`src/rtl/stopwatch_button_ctrl.sv`:
```
// Stopwatch button front-end: two-flop synchronisers, per-button debounce,
// rising-edge command pulses with pause-over-start arbitration.
// Optional long-press clear is built only when LONG_PRESS_CLEAR_EN is defined;
// otherwise clear is tied low.
module stopwatch_button_ctrl #(
    parameter int DEBOUNCE_CYCLES   = 500000,
    parameter int LONG_PRESS_CYCLES = 100000000
) (
    input  logic clk,
    input  logic rst_n,
    input  logic btn_start_i,
    input  logic btn_pause_i,
    output logic start,
    output logic pause,
    output logic clear,
    output logic start_lvl,
    output logic pause_lvl
);

    // Bit 0 = start button, bit 1 = pause button throughout.
    localparam int CW = (DEBOUNCE_CYCLES > 1) ? $clog2(DEBOUNCE_CYCLES) : 1;
    localparam logic [CW-1:0] CNT_MAX = CW'(DEBOUNCE_CYCLES - 1);

    logic [1:0]    s1_q, s2_q;
    logic [1:0]    db_q, db_d;
    logic [1:0]    rise;
    logic [CW-1:0] cnt_q [2];
    logic [CW-1:0] cnt_d [2];
    logic          start_q, pause_q;

    // Two-flop synchronisers for both raw buttons.
    always_ff @(posedge clk) begin
        if (!rst_n) begin
            s1_q <= 2'b00;
            s2_q <= 2'b00;
        end else begin
            s1_q <= {btn_pause_i, btn_start_i};
            s2_q <= s1_q;
        end
    end

    // Debounce next state: accept a new level only after it has disagreed
    // with the current level for DEBOUNCE_CYCLES consecutive edges.
    always_comb begin
        db_d = db_q;
        for (int b = 0; b < 2; b++) begin
            cnt_d[b] = cnt_q[b];
            if (s2_q[b] == db_q[b]) begin
                cnt_d[b] = '0;
            end else if (cnt_q[b] == CNT_MAX) begin
                db_d[b]  = s2_q[b];
                cnt_d[b] = '0;
            end else begin
                cnt_d[b] = cnt_q[b] + CW'(1);
            end
        end
    end

    // Debounce state registers.
    always_ff @(posedge clk) begin
        if (!rst_n) begin
            db_q <= 2'b00;
            for (int b = 0; b < 2; b++) cnt_q[b] <= '0;
        end else begin
            db_q <= db_d;
            for (int b = 0; b < 2; b++) cnt_q[b] <= cnt_d[b];
        end
    end

    // A press is the 0->1 transition of the debounced level, seen on the
    // same edge that updates the level.
    assign rise = db_d & ~db_q;

    // Command pulses; a simultaneous start is dropped in favour of pause.
    always_ff @(posedge clk) begin
        if (!rst_n) begin
            start_q <= 1'b0;
            pause_q <= 1'b0;
        end else begin
            pause_q <= rise[1];
            start_q <= rise[0] & ~rise[1];
        end
    end

    assign start     = start_q;
    assign pause     = pause_q;
    assign start_lvl = db_q[0];
    assign pause_lvl = db_q[1];

`ifdef LONG_PRESS_CLEAR_EN
    localparam int HW = $clog2(LONG_PRESS_CYCLES) + 1;
    localparam logic [HW-1:0] HOLD_FIRE = HW'(LONG_PRESS_CYCLES - 1);
    localparam logic [HW-1:0] HOLD_SAT  = HW'(LONG_PRESS_CYCLES);

    logic [HW-1:0] hold_q;
    logic          clear_q;

    // Hold counter runs while pause is held, fires once, then saturates
    // so a continued hold cannot repeat the clear.
    always_ff @(posedge clk) begin
        if (!rst_n) begin
            hold_q  <= '0;
            clear_q <= 1'b0;
        end else if (!db_q[1]) begin
            hold_q  <= '0;
            clear_q <= 1'b0;
        end else begin
            clear_q <= (hold_q == HOLD_FIRE);
            if (hold_q != HOLD_SAT) hold_q <= hold_q + HW'(1);
        end
    end

    assign clear = clear_q;
`else
    assign clear = 1'b0;
`endif

endmodule

```
`config.mk`:
```
export PLATFORM = sky130hd
export DESIGN_NAME = stopwatch_button_ctrl
export DESIGN_NICKNAME = d
export VERILOG_FILES = /design/src/rtl/stopwatch_button_ctrl.sv
export SDC_FILE = /design/constraint.sdc
export NUM_CORES = 1
export LEC_CHECK = 0
export CAP_MARGIN = 40
export CORE_MARGIN = 2
export CORE_UTILIZATION = 47
export DETAILED_ROUTE_END_ITERATION = 16
export PLACE_DENSITY = 0.7
export SETUP_SLACK_MARGIN = 0.15
export SYNTH_ARGS = -nofsm -noshare
export SYNTH_HDL_FRONTEND = slang
export SYNTH_SLANG_ARGS = --single-unit
```
`constraint.sdc`:
```
create_clock -name clk -period 4.8 [get_ports clk]
set_input_delay 0.96 -clock clk [delete_from_list [all_inputs] [get_ports clk]]
set_output_delay 0.96 -clock clk [all_outputs]
set_load 0.02 [all_outputs]
```
==> metrics.cfg <==
[grt]
grt_max_degree=19
antenna_found_initial=0
globalRoute.totalOverflow=0
grt_use_total_pct=15.2
first_global_vias=1376
grt_pass1_wl_um=6000

[clock_network]
insertion_delay_ns=0.30
ctsHoldBuffers=0
htree_num_levels=2
post_cts_buffers=0
clockBufferDepth=2
clkSlewWorstSetupHoldPaths_ns=0.09
numCtsBuffers=5
clock-sinks=46
cts-root-buf=clkbuf_8
post_cts_resize_count=0
tritoncts=done

[die]
die_area_sq_mm=0.00493
boundaryPins=9
core_area_sq_mm=0.00429
initial_utilization_pct=48.0
rows=24
die_h_um=70.2
die_w_um=70.2

[logic_synthesis]
ys_ff_latch=46
synth_edf_count=0
synth.avg_cell_area_sq_um=8.96
yosysUniqueCellTypes=33
async_flop_share_pct=0
synth_ff_type=dfxtp_1
synth_fp_nets=236
synth_area_sq_mm=0.00206
seq_area_frac_synth_pct=44.7
syn_inst=230
synth_warnings=0

[timing]
final-hold-violation-count=0
slew_headroom_pct=53.2
fmax_mhz=437
drv_slew=0
setup-violations-final=0
final.period_utilization_pct=47.7
fin_worst_skew_ns=0.00875
worstMarginPinSlew_ns=0.702
finalSetupTns_ns=0
rsz0062_at_grt=no
finalCriticalPeriod_ns=2.29

[critical_path]
path_class=reg -> out
cp_slowest_cell=clkdlybuf4s50_1
end_kind=output port
worstPathCellList=clkdlybuf4s50_1
crit_buf_inv=1
crit_path_max_fanout=4
cpPeakStageDelay_ns=0.63
cp_data_required_time_ns=3.84
start_kind=flop
cp_top_family=buffers and inverters
arrival_ns=1.33

[final_layout]
drive_gt1_share_pct=6.72
layout_common_cells=dfxtp_1 (46), nor2_1 (38), xnor2_1 (20)
layout_commonest_cell=dfxtp_1
final_cells=290
nets=243
final_core_util_pct=53.0
n_fill_cell=420
diodes=0
syn_to_final_growth_pct=10.4

[route]
drc=0
routed_wl_um=3480
drtAntennaViolNets=0
vias_per_cell=5.44
num_vias=1577
drtIter0Drc=78
wl_per_cell_um=12.0
drt-pass1-iter-count=4

[place]
gp_congestion=0.792
dpl.hpwl_um=2420
port-buffer-count=7
dp_cells=282

[pwr]
pwr-share-seq_pct=56.6
combPwrFrac_pct=1.4
p_sw_share_pct=20.3
switching_power_mw=0.138
power.density_mw_per_mm2=299
leakage_nw=0.637
design_power_total_mw=0.680
p_int_mw=0.542
clock_power_share_pct=42.1
max-vdd-ir-drop_v=0.000217

[status]
status=completed

[job]
cap_violations=0

[worst_hold_path]
hp-class=reg -> reg

-- flip-flops by register name, indices dropped and copies added (netlist names) --
| name | cells |
|---|---|
| db_q | 2 |
| s1_q | 2 |
| s2_q | 2 |
| cnt_q | 38 |
| pause | 1 |
| start | 1 |
-- cells by family (layout without fill, tap and decap cells) --
| group | count (synthesis) | count (layout) | synth area share, % |
|---|---|---|---|
| and+or+nand+nor | 122 | 122 | 32.8 |
| adders and majority gates | 2 | 2 | 1.21 |
| other | 1 | 1 | 0.182 |
| AOI/OAI and AO/OA | 13 | 13 | 3.83 |
| muxes | 4 | 4 | 1.94 |
| xor gates and xnor gates | 30 | 30 | 12.8 |
| DFF | 46 | 46 | 44.7 |
| buffers and inverters | 12 | 20 | 2.55 |
-- power by group through the flow --
stage	sequential, mW	clock (mW)	combinational (mW)
3_3_place_gp	0.394	0	0.00930
3_5_place_dp	0.394	0	0.00937
5_1_grt	0.385	0.310	0.0107
4_1_cts	0.385	0.296	0.00945
6_report	0.385	0.286	0.00923
2_1_floorplan	0.393	0	0.00674
-- per-stage QoR --
stage	setup slack (ns)	cell area (sq um)	hold slack (ns)
after global routing	2.44	2280	0.467
after floorplan	3.08	2060	0.412
after global placement	2.50	2160	0.420
after detailed placement	2.45	2160	0.419
final	2.51	2280	0.441
after CTS	2.50	2280	0.444
-- worst paths after layout --
| kind | from | depth (start not counted) | end | slack (ns) |
|---|---|---|---|---|
| hold reg to reg | s1_q[0] | 1 | s2_q[0] | 0.44 |
| setup reg to reg | cnt_q[0][0] | 5 | cnt_q[0][9] | 2.79 |
| hold / removal | s1_q[0] | 1 | s2_q[0] | 0.44 |
| setup / recovery | db_q[1] | 1 | pause_lvl | 2.51 |
-- layer usage --
| layer | up-vias | global-route usage (%) | share of wire [%] | wire [um] |
|---|---|---|---|---|
| li1 | 820 | - | - | - |
| met1 | 737 | 20.7 | 51 | 1790 |
| met2 | 16 | 23.1 | 45 | 1560 |
| met3 | 4 | 4.76 | 2.6 | 89 |
| met4 | 0 | 5.13 | 1.2 | 42 |
| met5 | - | 0 | 0 | 0 |
-- layout make-up --
class	count	area, sq um	share of cell area [%]
Clock buffer	5	68.8	3.02
Clock inverter	3	45.0	1.98
Inverter	5	18.8	0.825
Multi-Input combinational cell	172	1090	47.8
Sequential cell	46	921	40.5
Tap cell	52	65.1	2.86
Timing Repair Buffer	7	70.1	3.08
-- cells in the mapped netlist (all sizes together), types with 2 or more instances --
cell    number  area share (%)
clkbuf       3            0.55
nand2       11             2.0
or2          2            0.61
nand3       15             4.1
xnor2       20             8.5
or4          3             1.1
and4         3             1.3
o21ai        5             1.6
xor2        10             4.2
nor3         5             1.2
inv          5            0.91
a21oi        6             1.5
nor2        38             6.9
buf          4             1.1
or3          4             1.2
and3         3            0.91
mux2i        4             1.9
ha           2             1.2
nand4       12             3.6
and2         7             2.1
nor4b        8             3.4
nor4         8             3.0
dfxtp       46              45
(Power assumes the default switching activity.)
